===== src/rtl/arithm_pkg.sv =====
// Shared arithmetic definitions: width helper, accumulator FSM states, default widths.
// Latency: n/a (types, constants and a constant function only).
// Backpressure: n/a.
package arithm_pkg;

  // Default accumulator width for the dot-product stage.
  localparam int ACC_DEFAULT_WIDTH = 40;

  typedef enum logic [1:0] {
    IDLE  = 2'd0,
    ACCUM = 2'd1,
    DONE  = 2'd2
  } acc_state_t;

  // Smallest r such that 2**r >= value; used to size count/length fields.
  function automatic int log2ceil(input int value);
    int r;
    r = 0;
    while ((1 << r) < value) begin
      r = r + 1;
    end
    return r;
  endfunction

endpackage


===== src/rtl/acc_add_param.sv =====
// Unsigned ACC_WIDTH adder returning sum and carry-out; optional clamp (DROMOS_ACC_SATURATE_EN).
// Latency: purely combinational.
// Backpressure: none, no handshake.
module acc_add_param
  import arithm_pkg::*;
#(
  parameter int ACC_WIDTH = ACC_DEFAULT_WIDTH
) (
  input  logic [ACC_WIDTH-1:0] a,
  input  logic [ACC_WIDTH-1:0] b,
  output logic [ACC_WIDTH-1:0] sum,
  output logic                 carry
);

  logic [ACC_WIDTH:0] full;

  // One extra bit captures the carry; with saturation the sum pins at all-ones,
  // and since any further non-zero addend carries again it stays pinned.
  always_comb begin
    full  = {1'b0, a} + {1'b0, b};
    carry = full[ACC_WIDTH];
`ifdef DROMOS_ACC_SATURATE_EN
    sum   = carry ? {ACC_WIDTH{1'b1}} : full[ACC_WIDTH-1:0];
`else
    sum   = full[ACC_WIDTH-1:0];
`endif
  end

endmodule


===== src/rtl/product_accumulator.sv =====
// Accumulates a run of LEN unsigned products into one sum; saturating build via DROMOS_ACC_SATURATE_EN.
// Latency: result valid the cycle after the last accepted beat; one product per cycle in ACCUM.
// Backpressure: in_ready only high in ACCUM; result/overflow held while out_valid & !out_ready.
module product_accumulator
  import arithm_pkg::*;
#(
  parameter int WIDTH_P   = 32,
  parameter int ACC_WIDTH = ACC_DEFAULT_WIDTH,  // must be >= WIDTH_P
  parameter int MAX_LEN   = 256
) (
  input  logic                              clk,
  input  logic                              rst_n,
  input  logic                              start,
  input  logic [log2ceil(MAX_LEN+1)-1:0]    len,
  input  logic                              in_valid,
  output logic                              in_ready,
  input  logic [WIDTH_P-1:0]                in_product,
  output logic                              out_valid,
  input  logic                              out_ready,
  output logic [ACC_WIDTH-1:0]              result,
  output logic                              overflow,
  output logic                              busy
);

  localparam int               LEN_W     = log2ceil(MAX_LEN + 1);
  localparam logic [LEN_W-1:0] MAX_LEN_V = LEN_W'(MAX_LEN);
  localparam logic [LEN_W-1:0] ONE_V     = LEN_W'(1);

  acc_state_t           state;
  acc_state_t           next_state;
  logic [ACC_WIDTH-1:0] acc;
  logic [ACC_WIDTH-1:0] result_q;
  logic                 ovf_q;
  logic [LEN_W-1:0]     count;
  logic [LEN_W-1:0]     len_clamped;
  logic                 beat;
  logic                 last_beat;
  logic [ACC_WIDTH-1:0] sum;
  logic                 carry;

  // Beat is derived from state directly so in_ready never feeds back into the FSM.
  assign beat        = in_valid && (state == ACCUM);
  assign last_beat   = beat && (count == ONE_V);
  assign len_clamped = (len > MAX_LEN_V) ? MAX_LEN_V : len;
  assign result      = result_q;
  assign overflow    = ovf_q;

  acc_add_param #(
    .ACC_WIDTH (ACC_WIDTH)
  ) u_add (
    .a     (acc),
    .b     (ACC_WIDTH'(in_product)),
    .sum   (sum),
    .carry (carry)
  );

  // State register; reset aborts any run without emitting a result.
  always_ff @(posedge clk or negedge rst_n) begin
    if (!rst_n) begin
      state <= IDLE;
    end else begin
      state <= next_state;
    end
  end

  // Next-state and handshake outputs; start only matters in IDLE.
  always_comb begin
    next_state = state;
    in_ready   = 1'b0;
    out_valid  = 1'b0;
    busy       = (state != IDLE);
    case (state)
      IDLE: begin
        if (start) begin
          next_state = (len == '0) ? DONE : ACCUM;
        end
      end
      ACCUM: begin
        in_ready = 1'b1;
        if (last_beat) begin
          next_state = DONE;
        end
      end
      DONE: begin
        out_valid = 1'b1;
        if (out_ready) begin
          next_state = IDLE;
        end
      end
      default: begin
        next_state = IDLE;
      end
    endcase
  end

  // Datapath: run setup in IDLE, accumulate/count per beat, capture final sum on the last beat.
  always_ff @(posedge clk or negedge rst_n) begin
    if (!rst_n) begin
      acc      <= '0;
      count    <= '0;
      result_q <= '0;
      ovf_q    <= 1'b0;
    end else begin
      case (state)
        IDLE: begin
          if (start) begin
            acc   <= '0;
            count <= len_clamped;
            ovf_q <= 1'b0;
            if (len == '0) begin
              result_q <= '0;
            end
          end
        end
        ACCUM: begin
          if (beat) begin
            acc   <= sum;
            count <= count - ONE_V;
            ovf_q <= ovf_q | carry;
            if (last_beat) begin
              result_q <= sum;
            end
          end
        end
        default: begin
        end
      endcase
    end
  end

endmodule


===== config.mk =====
export PLATFORM = sky130hd
export DESIGN_NAME = product_accumulator
export DESIGN_NICKNAME = d
export VERILOG_FILES = /design/src/rtl/arithm_pkg.sv /design/src/rtl/acc_add_param.sv /design/src/rtl/product_accumulator.sv
export SDC_FILE = /design/constraint.sdc
export NUM_CORES = 1
export LEC_CHECK = 0
export CORE_MARGIN = 5
export CORE_UTILIZATION = 40
export CTS_BUF_LIST = sky130_fd_sc_hd__clkbuf_8
export CTS_CLUSTER_SIZE = 30
export DETAILED_ROUTE_END_ITERATION = 7
export SLEW_MARGIN = 5
export SYNTH_ARGS = -nofsm -noshare
export SYNTH_HDL_FRONTEND = slang
export SYNTH_SLANG_ARGS = --single-unit

===== constraint.sdc =====
create_clock -name clk -period 6.05 [get_ports clk]
set_input_delay 1.21 -clock clk [delete_from_list [all_inputs] [get_ports clk]]
set_output_delay 1.21 -clock clk [all_outputs]
set_load 0.005 [all_outputs]

==> results.ini <==
[floorplanning]
rows = 44
die_w_um = 132.3
core_area_um2 = 14590
die_y_um = 132.3
dieArea_um2 = 17500
ioPinCount = 90
initial_core_util = 0.4101

[min_path]
whs_path_depth = 2
worst_hold_path_type = reg2reg
min_from = result[27]

[clocking]
cts_tree = done
cts_resized = 0
clkTransAtPathRegs_ps = 90
htree_levels = 3
hold_buffers = 0
cts.sinks = 92
insertion_delay_ps = 380
ctsRootBufferMaster = clkbuf_8
clock_path_buffers = 2
cts_setup_buffers = 0
numCtsBuffers = 9

[worst_setup_path]
worstPathArrival_ps = 2870
critPathKind = reg2out
rr_endpoint = result[39]
startpoint = state[1]
startpoint_type = flop
worstPathRequired_ps = 4840
reg2reg_from = state[1]
crit_end = in_ready
end_kind = output port
r2r_setup_slack_ps = 2530
crit_fanout = 38
reg2reg_depth = 8

[yosys]
ys_types = 71
synth_area_um2 = 5983
synth-seq-area-share = 0.3848
synth_area_per_cell_um2 = 8.760
synth-seq-cells = 92
synthFlopType = dfrtp_1
async_flop_share = 1.000
ys.warnings.count = 0
synth-edff-count = 0
syn-num-nets = 764
syn_inst = 683

[global_route]
grt-ovfl-total = 0
grt_pass1_wl_mm = 27.61
antenna_found_initial = 0
grt_pass1_vias = 5290
grt_start_max_net_pins = 70
track_usage = 0.1923

[layout]
multiInputGateArea_um2 = 3485
utilization = 0.4925
fillers = 1378
final_net_count = 831
seq_area_um2 = 2302
antennaDiodeCount = 0
drive_above_1_share = 0.07550
synthToLayoutAreaGrowth_pct = 20.08

[timing]
hold_violations = 0
worst_clock_skew_ps = 11.27
worst_pin_slew_ps = 1005
final.setup.tns_ps = 0
setup_viol = 0
drv_slew = 0
fin_ws_ps = 1966
layout_min_cycle_time_ps = 4084
fmax_mhz = 244.9
rsz0062_at_grt = false
fin_crit_sh = 0.6750
slew_headroom = 0.3277

[placed_design]
pre_cts_slack_ps = 1946
gp_congestion = 0.8733
port-buffer-count = 89
dp_hpwl_mm = 11.93

[routing]
wl_per_cell_um = 17.53
first_iter_violations = 360
first_pass_iters = 5
drcViolationCount = 0
ant_nets = 0
num_vias = 5373
vias_per_cell = 5.722
finalWirelength_mm = 16.47

[power_and_ir_drop]
finalPower_mw = 3.502
p_per_area_nw_per_um2 = 487.5
ir_worst_vdd_mv = 0.1657
p_leak_nw = 3.166

[job]
drv_cap = 0

[run_status]
status = finished, final reports clean

[Yosys cell counts, types with 15 or more instances]
library cell	number	share of area
a21o_1	20	0.025
a21oi_1	46	0.038
a22o_1	19	0.028
clkbuf_1	27	0.017
dfrtp_1	92	0.38
ha_1	34	0.071
nand2_1	109	0.068
nand3_1	15	0.013
nor2_1	54	0.034
o21ai_0	52	0.043
o31ai_1	21	0.026
xnor2_1	22	0.032
[how the worst min path moves through the flow]
| stage | endpoint | slack (ps) |
|---|---|---|
| after global routing | result[27] | 510 |
| after global placement | acc[3] | 460 |
| after floorplan | acc[5] | 450 |
| after detailed placement | acc[9] | 470 |
| final | result[27] | 480 |
| after CTS | acc[9] | 490 |
[layout make-up]
cell class | instances | area share
Sequential cell | 92 | 0.3204
Timing Repair Buffer | 95 | 0.1299
Inverter | 12 | 0.006270
Clock buffer | 11 | 0.02107
Tap cell | 184 | 0.03204
Clock inverter | 5 | 0.005225
Multi-Input combinational cell | 540 | 0.4850
[flip-flops by register name (all words and copies together), names as in the netlist]
register,count
acc,40
count,9
overflow,1
result,40
state,2
[where the power goes]
group / total, mW / switching [mW] / leakage (nW) / internal (mW)
clock: 0.404 / 0.231 / 0.0969 / 0.173
combinational: 2.09 / 1.22 / 1.88 / 0.873
sequential: 1.01 / 0.169 / 1.19 / 0.839
[metrics by stage]
| step | hold slack [ps] | std cells | cell area (um2) |
|---|---|---|---|
| 6_report | 482.0 | 939 | 7184 |
| 5_1_grt | 509.5 | 939 | 7184 |
| 4_1_cts | 490.7 | 939 | 7184 |
| 3_5_place_dp | 467.2 | 923 | 6995 |
| 3_3_place_gp | 462.2 | 923 | 6995 |
| 2_1_floorplan | 449.8 | 683 | 5983 |
[critical path, cell delays in order, from the launching register on]
cell and delay (ps):
dfrtp_1 390, nand2b_1 110, buf_4 400, clkinv_1 890, clkdlybuf4s50_1 700
[layer usage]
metal	track usage	wire length [um]	vias to the layer above
li1	-	-	2623
met1	0.2597	7644	2580
met2	0.3116	7766	151
met3	0.03779	778	19
met4	0.06109	275	0
met5	0	0	-
[logic make-up after synthesis]
kind of cell	synth area share
DFF	0.3848
AOI/OAI and AO/OA	0.2553
xor gates and xnor gates	0.04245
muxes	0.01798
adders and majority gates	0.07445
buffers and inverters	0.03409
and+or+nand+nor	0.1909
[placed cells by master, fill, tap and decap left out, drive strengths merged, types with 3 or more instances in the layout]
cell type and n:
dfrtp 92, clkdlybuf4s50 88, nor3 10, xor2 7
a22oi 5, mux2 6, nor3b 3, o21a 6
a22o 19, nor4 6, o31ai 22, nor2 55
o211ai 4, a31oi 7, xnor2 22, a211oi 8
nor2b 4, mux2i 4, a21oi 46, o21bai 7
nand2b 7, buf 7, a211o 3, or2 4
nand3 16, ha 34, a21o 20, nand2 110
o21ai 58, clkbuf 11, and3 7, nand4 11
clkinv 4, inv 12
Note: power is estimated with default switching activity, not from simulation.
